File: config.mk
export PLATFORM = sky130hd
export DESIGN_NAME = fifo_sync_param_flat
export DESIGN_NICKNAME = d
export VERILOG_FILES = /design/src/rtl/fifo_sync_param_if.sv /design/src/rtl/fifo_sync_param.sv /design/src/flat_wrapper.sv
export SDC_FILE = /design/constraint.sdc
export NUM_CORES = 1
export LEC_CHECK = 0
export ABC_AREA = 1
export ABC_CLOCK_PERIOD_IN_PS = 9500
export CAP_MARGIN = 20
export CORE_MARGIN = 10
export CORE_UTILIZATION = 64
export CTS_CLUSTER_DIAMETER = 60
export CTS_CLUSTER_SIZE = 30
export DETAILED_ROUTE_END_ITERATION = 7
export PLACE_DENSITY = 0.81
export SYNTH_ARGS = -nofsm -noshare
export SYNTH_HDL_FRONTEND = slang
export SYNTH_SLANG_ARGS = --single-unit
File: constraint.sdc
create_clock -name rd_clk -period 9.5 [get_ports rd_clk]
set_clock_uncertainty 0.2 [all_clocks]
set_input_delay 2.85 -clock rd_clk [delete_from_list [all_inputs] [get_ports rd_clk]]
set_output_delay 2.85 -clock rd_clk [all_outputs]
set_load 0.02 [all_outputs]
File: src/rtl/fifo_sync_param_if.sv
// Handshake/data bundle for fifo_sync_param: write/read requests, data and status flags.
interface fifo_sync_param_if #(
    parameter int W  = 4,
    parameter int CW = 8
);
    logic          flush;
    logic          wr;
    logic [W-1:0]  in;
    logic          rd;
    logic [W-1:0]  out;
    logic          o_full;
    logic          o_empty;
    logic          o_almost_full;
    logic          o_almost_empty;
    logic [CW-1:0] o_count;
    logic          o_overflow;
    logic          o_underflow;

    modport master (
        output flush, wr, in, rd,
        input  out, o_full, o_empty, o_almost_full, o_almost_empty,
               o_count, o_overflow, o_underflow
    );

    modport slave (
        input  flush, wr, in, rd,
        output out, o_full, o_empty, o_almost_full, o_almost_empty,
               o_count, o_overflow, o_underflow
    );
endinterface

File: src/rtl/fifo_sync_param.sv
// Parametrised single-clock register FIFO with occupancy, threshold flags, flush and sticky errors.
// Define FIFO_SYNC_PARAM_OUTREG_EN for a registered (1-cycle latency) read port instead of show-ahead.
module fifo_sync_param #(
    parameter int bw         = 4,
    parameter int simd       = 1,
    parameter int depth_log2 = 7,
    parameter int af_thresh  = 120,
    parameter int ae_thresh  = 8
) (
    input  logic          rd_clk,
    input  logic          reset,
    fifo_sync_param_if.slave bus
);
    localparam int W     = simd * bw;
    localparam int AW    = depth_log2;
    localparam int CW    = depth_log2 + 1;
    localparam int D     = 1 << depth_log2;
    localparam int LB    = (AW < 4) ? AW : 4;
    localparam int NLEAF = 1 << (AW - LB);

    logic [W-1:0]  mem [D];
    logic [CW-1:0] wr_ptr, rd_ptr, count;
    logic          overflow, underflow;
    logic          full, empty, wr_acc, rd_acc;
    logic [AW-1:0] ra;

    // Pointers carry one extra wrap bit so full and empty are distinguishable.
    assign full   = (wr_ptr[AW] != rd_ptr[AW]) && (wr_ptr[AW-1:0] == rd_ptr[AW-1:0]);
    assign empty  = (wr_ptr == rd_ptr);
    assign wr_acc = bus.wr & ~full;
    assign rd_acc = bus.rd & ~empty;
    assign ra     = rd_ptr[AW-1:0];

    always_ff @(posedge rd_clk) begin
        if (reset || bus.flush) begin
            wr_ptr    <= '0;
            rd_ptr    <= '0;
            count     <= '0;
            overflow  <= 1'b0;
            underflow <= 1'b0;
        end else begin
            if (wr_acc) wr_ptr <= wr_ptr + 1'b1;
            if (rd_acc) rd_ptr <= rd_ptr + 1'b1;
            case ({wr_acc, rd_acc})
                2'b10:   count <= count + 1'b1;
                2'b01:   count <= count - 1'b1;
                default: count <= count;
            endcase
            if (bus.wr && full)  overflow  <= 1'b1;
            if (bus.rd && empty) underflow <= 1'b1;
        end
    end

    always_ff @(posedge rd_clk) begin
        if (!reset && !bus.flush && wr_acc) mem[wr_ptr[AW-1:0]] <= bus.in;
    end

    // Read mux: 16:1 leaves on the low address bits, then one stage on the high bits.
    logic [W-1:0] leaf [NLEAF];
    logic [W-1:0] head;

    genvar g;
    for (g = 0; g < NLEAF; g++) begin : g_leaf
        localparam logic [AW-1:0] BASE = AW'(g * 16);
        assign leaf[g] = mem[BASE | AW'(ra[LB-1:0])];
    end

    if (NLEAF == 1) begin : g_one
        assign head = leaf[0];
    end else begin : g_tree
        assign head = leaf[ra[AW-1:LB]];
    end

`ifdef FIFO_SYNC_PARAM_OUTREG_EN
    logic [W-1:0] out_q;
    always_ff @(posedge rd_clk) begin
        if (reset)                      out_q <= '0;
        else if (!bus.flush && rd_acc)  out_q <= head;
    end
    assign bus.out = out_q;
`else
    assign bus.out = head;
`endif

    assign bus.o_full         = full;
    assign bus.o_empty        = empty;
    assign bus.o_almost_full  = (count >= CW'(af_thresh));
    assign bus.o_almost_empty = (count <= CW'(ae_thresh));
    assign bus.o_count        = count;
    assign bus.o_overflow     = overflow;
    assign bus.o_underflow    = underflow;
endmodule

File: src/flat_wrapper.sv
// flat-port wrapper written by rule: the top's interface ports become plain ports
module fifo_sync_param_flat 
#(
    parameter int bw         = 4,
    parameter int simd       = 1,
    parameter int depth_log2 = 7,
    parameter int af_thresh  = 120,
    parameter int ae_thresh  = 8
)
  (rd_clk, reset, bus_flush, bus_wr, bus_in, bus_rd, bus_out, bus_o_full, bus_o_empty, bus_o_almost_full, bus_o_almost_empty, bus_o_count, bus_o_overflow, bus_o_underflow);
  fifo_sync_param_if #(.W((4)), .CW((8))) bus_i ();
  input  logic rd_clk;
  input  logic reset;
  input wire logic [$bits(bus_i.flush)-1:0] bus_flush;
  input wire logic [$bits(bus_i.wr)-1:0] bus_wr;
  input wire logic [$bits(bus_i.in)-1:0] bus_in;
  input wire logic [$bits(bus_i.rd)-1:0] bus_rd;
  output wire logic [$bits(bus_i.out)-1:0] bus_out;
  output wire logic [$bits(bus_i.o_full)-1:0] bus_o_full;
  output wire logic [$bits(bus_i.o_empty)-1:0] bus_o_empty;
  output wire logic [$bits(bus_i.o_almost_full)-1:0] bus_o_almost_full;
  output wire logic [$bits(bus_i.o_almost_empty)-1:0] bus_o_almost_empty;
  output wire logic [$bits(bus_i.o_count)-1:0] bus_o_count;
  output wire logic [$bits(bus_i.o_overflow)-1:0] bus_o_overflow;
  output wire logic [$bits(bus_i.o_underflow)-1:0] bus_o_underflow;
  assign bus_i.flush = bus_flush;
  assign bus_i.wr = bus_wr;
  assign bus_i.in = bus_in;
  assign bus_i.rd = bus_rd;
  assign bus_out = bus_i.out;
  assign bus_o_full = bus_i.o_full;
  assign bus_o_empty = bus_i.o_empty;
  assign bus_o_almost_full = bus_i.o_almost_full;
  assign bus_o_almost_empty = bus_i.o_almost_empty;
  assign bus_o_count = bus_i.o_count;
  assign bus_o_overflow = bus_i.o_overflow;
  assign bus_o_underflow = bus_i.o_underflow;
  fifo_sync_param #(.bw(bw), .simd(simd), .depth_log2(depth_log2), .af_thresh(af_thresh), .ae_thresh(ae_thresh)) u_core (.rd_clk(rd_clk), .reset(reset), .bus(bus_i));
endmodule
==> flow_summary.yaml, run 1 <==
run_status:
  status: "finished clean"
critical_path:
  crit_top_cell: "nand2_1"
  crit_type: "reg2out"
  cp.buffers_inverters: 3
  end_kind: "primary output"
  cp_top_family: "buffers and inverters"
  r2r_slack_ns: 5.10
  critical_path.cell_chain: "inv_6 -> buf_4 -> nand2_1 -> nand3_1 -> nand3_1 -> nand2_1 -> nand2_1 -> nand3_1 -> nand2_1 -> nor2_1 -> nor2_1 -> nor2_1 -> clkdlybuf4s50_1"
  start_kind: "flip-flop"
  cp.required_ns: 6.45
  crit_slowest_cell: "inv_6"
  crit_fanout: 139
  crit_arrival_ns: 4.72
  critPathMaxStageDelay_ns: 0.76
synthesis:
  synth_top_family_by_area: "simple AND/OR/NAND/NOR gates"
  synth_cell_types: 28
  ys_seq_elements: 542
  syn_area_mm2: 0.0234
  synth.area.mux_share_pct: 0
  synth-simple-area-share_pct: 23.6
  synth_xor_area_share_pct: 0.822
  avgSynthCellArea_um2: 10.2
  synth_adder_area_share_pct: 0.566
  syn-num-nets: 2309
  synth_compound_area_share_pct: 2.18
  ys_seq_area_share_pct: 68.1
  synthCells: 2290
  ys_warn_count: 0
timing:
  rsz0062_at_grt: "no"
  slew_headroom_pct: 25.5
  drv_slew: 0
  finalHoldViolCount: 0
  fin_crit_ns: 7.77
  setup_tns_ns: 0
  timing.final.crit_share_pct: 81.8
  fmax_mhz: 129
  tightest_slew_ns: 1.11
  setup_viol: 0
global_route:
  gr-total-overflow: 0
  met1_usage_pct: 32.8
  grt_pass1_vias: 15900
  grt_max_degree: 224
  top_usage_layer: "met2"
  grtUsageTotal_pct: 24.5
  grt_pass1_wl_um: 85900
  use_met3_pct: 4.11
  grt_util_met2_pct: 39.6
  antenna_found_initial: 0
layout:
  insertedDiodeCount: 0
  final_cell_mix: "665 x nand2_1, 512 x edfxtp_1, 328 x nand3_1"
  area_growth_pct: 6.93
  final_nets: 2255
  utilization_pct: 69.0
  n_fill_cell: 2557
  final_common_cell: "nand2_1"
  drive_above_1_share_pct: 4.24
clocking:
  htree_num_levels: 2
  numCtsBuffers: 35
  path_clk_slew_ns: 0.09
  clk_latency_ns: 0.55
  cts_tree: "built"
  ctsLongestPathBuffers: 3
  cts_setup_buffers: 0
  holdBufCountCts: 0
  clock-root-buffer: "clkbuf_16"
  cts.sinks: 542
  cts_resized: 0
floorplan:
  io_pins: 27
  row_count: 70
  fp.dieH_um: 211
  core_mm2: 0.0363
  initial_core_util_pct: 64.5
  dieWidth_um: 211
  die-area_mm2: 0.0447
routing:
  route.detailed.drc: 0
  drt-initial-drc-count: 1948
  drt-total-wl_um: 54800
  wire_per_inst_um: 20.1
  first_pass_iters: 6
  viasPerCell: 6.00
  ant_nets: 0
  vias: 16400
place:
  portBuffers: 26
  hpwl_um: 31300
  place_congestion: 0.906
pwr:
  worst_ir_drop_vdd_uv: 190
  cellPowerDensity_mw_per_mm2: 178
  total_leakage_power_uw: 0.00926
worst_hold_path:
  hold_path_class: "reg2reg"
flow_run:
  cap_violations: 0
==> state kept, by name, summed over array words and instances, names as in the netlist, named ones only <==
signal / cells
u_core.bus.o_overflow: 1
u_core.bus.o_count: 8
u_core.rd_ptr: 8
u_core.bus.o_underflow: 1
u_core.wr_ptr: 8
u_core.mem: 512
==> Yosys cell counts, drive strengths merged <==
cell type	count	share of area, %
a21boi	1	0.032
a21oi	34	0.73
and2	1	0.027
buf	72	1.5
clkbuf	58	0.93
clkinv	2	0.032
dfxtp	30	2.6
edfxtp	512	66
fa	1	0.085
ha	9	0.48
inv	142	2.3
nand2	672	11
nand3	329	7.0
nand4	6	0.22
nor2	319	5.1
nor3	14	0.32
o21ai	65	1.4
o41ai	1	0.037
xnor2	3	0.11
xor2	19	0.71
==> kinds of logic (layout without fill, tap and decap cells) <==
| group | Yosys count | in the layout |
|---|---|---|
| AO/OA/AOI/OAI | 101 | 101 |
| XOR/XNOR | 22 | 22 |
| adder cells (fa/ha/maj) | 10 | 10 |
| buffers and inverters | 274 | 246 |
| flip-flops | 542 | 542 |
| AND/OR/NAND/NOR | 1341 | 1341 |
==> cell type report <==
| type | count | area, um^2 | share of cell area [%] |
|---|---|---|---|
| multi-input combinational | 1474 | 6360 | 25.4 |
| tap | 468 | 586 | 2.34 |
| clock inverter | 25 | 275 | 1.10 |
| clock buffer | 38 | 940 | 3.75 |
| timing repair buffer | 39 | 380 | 1.52 |
| inverter | 144 | 548 | 2.19 |
| sequential | 542 | 16000 | 63.7 |
==> worst paths after layout <==
kind,from,end,cells past startpoint
min,u_core.bus.o_underflow$_SDFFE_PP0P_,u_core.bus.o_underflow$_SDFFE_PP0P_,2
min reg2reg,u_core.bus.o_underflow$_SDFFE_PP0P_,u_core.bus.o_underflow$_SDFFE_PP0P_,2
max,flip-flop,bus_out[0],13
max reg2reg,u_core.rd_ptr[4]$_SDFFE_PP0P_,u_core.bus.o_count[6]$_SDFFE_PP0P_,19
==> per-layer routing <==
| metal | vias to the layer above | part of all wire [%] |
|---|---|---|
| li1 | 7545 | - |
| met1 | 7821 | 40 |
| met2 | 897 | 48 |
| met3 | 127 | 9.5 |
| met4 | 0 | 3.3 |
| met5 | - | 0 |
==> where the power goes <==
part / internal (uW) / switching, uW / total [uW]
logic: 49.0 / 140 / 189
registers: 2610 / 7.60 / 2620
clock network: 848 / 800 / 1650
==> tightest hold or removal path, cell delays in order, from the launching register on <==
cell,delay (ns)
dfxtp_1,0.32
inv_1,0.05
a21oi_1,0.05
==> through the flow <==
| step | power, uW | setup slack, ns | cell area, um^2 | hold WS, ns | instances |
|---|---|---|---|---|---|
| 6_report | 4450 | 1.73 | 25100 | 0.261 | 2730 |
| 3_5_place_dp | 2860 | 2.47 | 23800 | 0.247 | 2666 |
| 3_3_place_gp | 2850 | 2.58 | 23800 | 0.239 | 2666 |
| 2_1_floorplan | 2780 | 4.45 | 23500 | 0.276 | 2290 |
| 5_1_grt | 4580 | 1.46 | 25100 | 0.301 | 2730 |
| 4_1_cts | 4470 | 1.87 | 25000 | 0.264 | 2729 |
No activity file was read; power rests on OpenSTA's default activity.
==> run 2, diff against run 1 <==
Settings changed: ABC_CLOCK_PERIOD_IN_PS 9500 to 7700, CORE_UTILIZATION 64 to 63, PLACE_DENSITY 0.81 to 0.8.
Clock period 9.5 ns to 7.7 ns, I/O delays scaled along.
==> flow_summary.yaml, run 2 (synthesis results as in run 1) <==
critical_path:
  crit_top_cell: "nand2_1"
  critPathMaxStageDelay_ns: 0.75
  crit_type: "reg2out"
  end_kind: "primary output"
  cp_top_family: "buffers and inverters"
  start_kind: "flip-flop"
  r2r_cells: 19
  crit_arrival_ns: 4.18
  cp.required_ns: 5.19
  crit_fanout: 129
  cp.buffers_inverters: 3
  critical_path.cell_chain: "inv_6 -> buf_4 -> nand2_1 -> nand3_1 -> nand3_1 -> nand2_1 -> nand2_1 -> nand3_1 -> nand2_1 -> nor2_1 -> nor2_1 -> nor2_1 -> clkdlybuf4s50_1"
  cp.depth: 13
  crit_slowest_cell: "inv_6"
global_route:
  gr-total-overflow: 0
  grt_pass1_vias: 15900
  grtUsageTotal_pct: 24.1
  grt_max_degree: 205
  grt_pass1_wl_um: 85200
  antenna_found_initial: 0
run_status:
  status: "finished clean"
timing:
  fin_crit_ns: 6.69
  setup_viol: 0
  finalHoldViolCount: 0
  tightest_slew_ns: 1.06
  rsz0062_at_grt: "no"
  timing.final.crit_share_pct: 86.9
  drv_slew: 0
  slew_headroom_pct: 29.2
  setup_tns_ns: 0
  fmax_mhz: 149
clocking:
  ctsLongestPathBuffers: 3
  path_clk_slew_ns: 0.10
  holdBufCountCts: 0
  clock-root-buffer: "clkbuf_16"
  numCtsBuffers: 36
  htree_num_levels: 2
  clk_latency_ns: 0.56
  cts.sinks: 542
  cts_tree: "built"
  cts_resized: 0
  cts_setup_buffers: 0
layout:
  final_cell_mix: "665 x nand2_1, 512 x edfxtp_1, 328 x nand3_1"
  largest_register_ffs: 512
  final_nets: 2256
  insertedDiodeCount: 0
  final_common_cell: "nand2_1"
  drive_above_1_share_pct: 4.29
  n_fill_cell: 2580
  final_area_mm2: 0.0251
  area_growth_pct: 7.01
routing:
  first_pass_iters: 6
  drt-initial-drc-count: 1759
  route.detailed.drc: 0
  wire_per_inst_um: 19.8
  viasPerCell: 5.91
  ant_nets: 0
  vias: 16100
  drt-total-wl_um: 54100
worst_hold_path:
  hold_path_class: "reg2reg"
  hold-path-cell-count: 2
floorplan:
  row_count: 70
  dieWidth_um: 213
  die-area_mm2: 0.0453
  fp.dieH_um: 213
  core_mm2: 0.0367
  io_pins: 27
  initial_core_util_pct: 63.9
place:
  dpl-instance-area_mm2: 0.0239
  hpwl_um: 31500
  portBuffers: 26
  place_congestion: 0.900
pwr:
  worst_ir_drop_vdd_uv: 179
  cellPowerDensity_mw_per_mm2: 219
  total_leakage_power_uw: 0.00925
flow_run:
  cap_violations: 0
-- run 2: worst reg2reg max path, delay by kind of cell (launching register included) --
| kind | cells | cell delay (ns) |
|---|---|---|
| AO/OA/AOI/OAI | 2 | 0.42 |
| AND/OR/NAND/NOR | 11 | 1.23 |
| XOR/XNOR | 1 | 0.06 |
| buffers and inverters | 3 | 0.65 |
| adder cells (fa/ha/maj) | 2 | 0.85 |
| flip-flops | 1 | 0.77 |
-- run 2: path summary, 6_finish.rpt --
kind / slack (ns) / startpoint / endpoint
worst max register to register: 3.38 / u_core.rd_ptr[4]$_SDFFE_PP0P_ / u_core.bus.o_count[6]$_SDFFE_PP0P_
worst min register to register: 0.26 / u_core.bus.o_overflow$_SDFFE_PP0P_ / u_core.bus.o_overflow$_SDFFE_PP0P_
worst min-delay path: 0.26 / u_core.bus.o_overflow$_SDFFE_PP0P_ / u_core.bus.o_overflow$_SDFFE_PP0P_
worst max-delay path: 1.01 / flip-flop / bus_out[3]
-- run 2: per-stage QoR --
stage               util (%)  hold slack (ns)  std cells  setup WS, ns  power (uW)
finish                  68.4            0.263       2731          1.01        5480
global route            68.4            0.293       2731         0.668        5630
CTS                     68.4            0.270       2731          1.01        5500
detailed placement      65.1            0.254       2667          1.63        3520
global placement        65.0            0.238       2666          1.68        3520
floorplan                  -            0.276       2290          3.19        3430
-- run 2: layout make-up --
cell class / instances / area, um^2 / area share, %
clock inverter: 22 / 267 / 1.06
timing repair buffer: 39 / 393 / 1.57
sequential: 542 / 16000 / 63.7
tap: 468 / 586 / 2.33
clock buffer: 42 / 955 / 3.80
inverter: 144 / 548 / 2.18
multi-input combinational: 1474 / 6360 / 25.4
-- run 2: routing by layer --
layer	track usage, %	wire length (um)	part of all wire (%)
met5	0	0	0
met4	9.70	1900	3.5
met3	4.21	5050	9.3
met2	39.4	25700	48
met1	31.7	21400	40
-- run 2: where the power goes --
group | switching [uW] | total [uW] | internal [uW]
registers | 11.2 | 3230 | 3220
clock network | 1020 | 2020 | 1010
logic | 166 | 227 | 60.8
==> run 3, diff against run 2 <==
Settings changed: SKIP_LAST_GASP from default to 1.
==> results of run 3 <==
Final layout, timing and power as in run 2 (identical DEF).
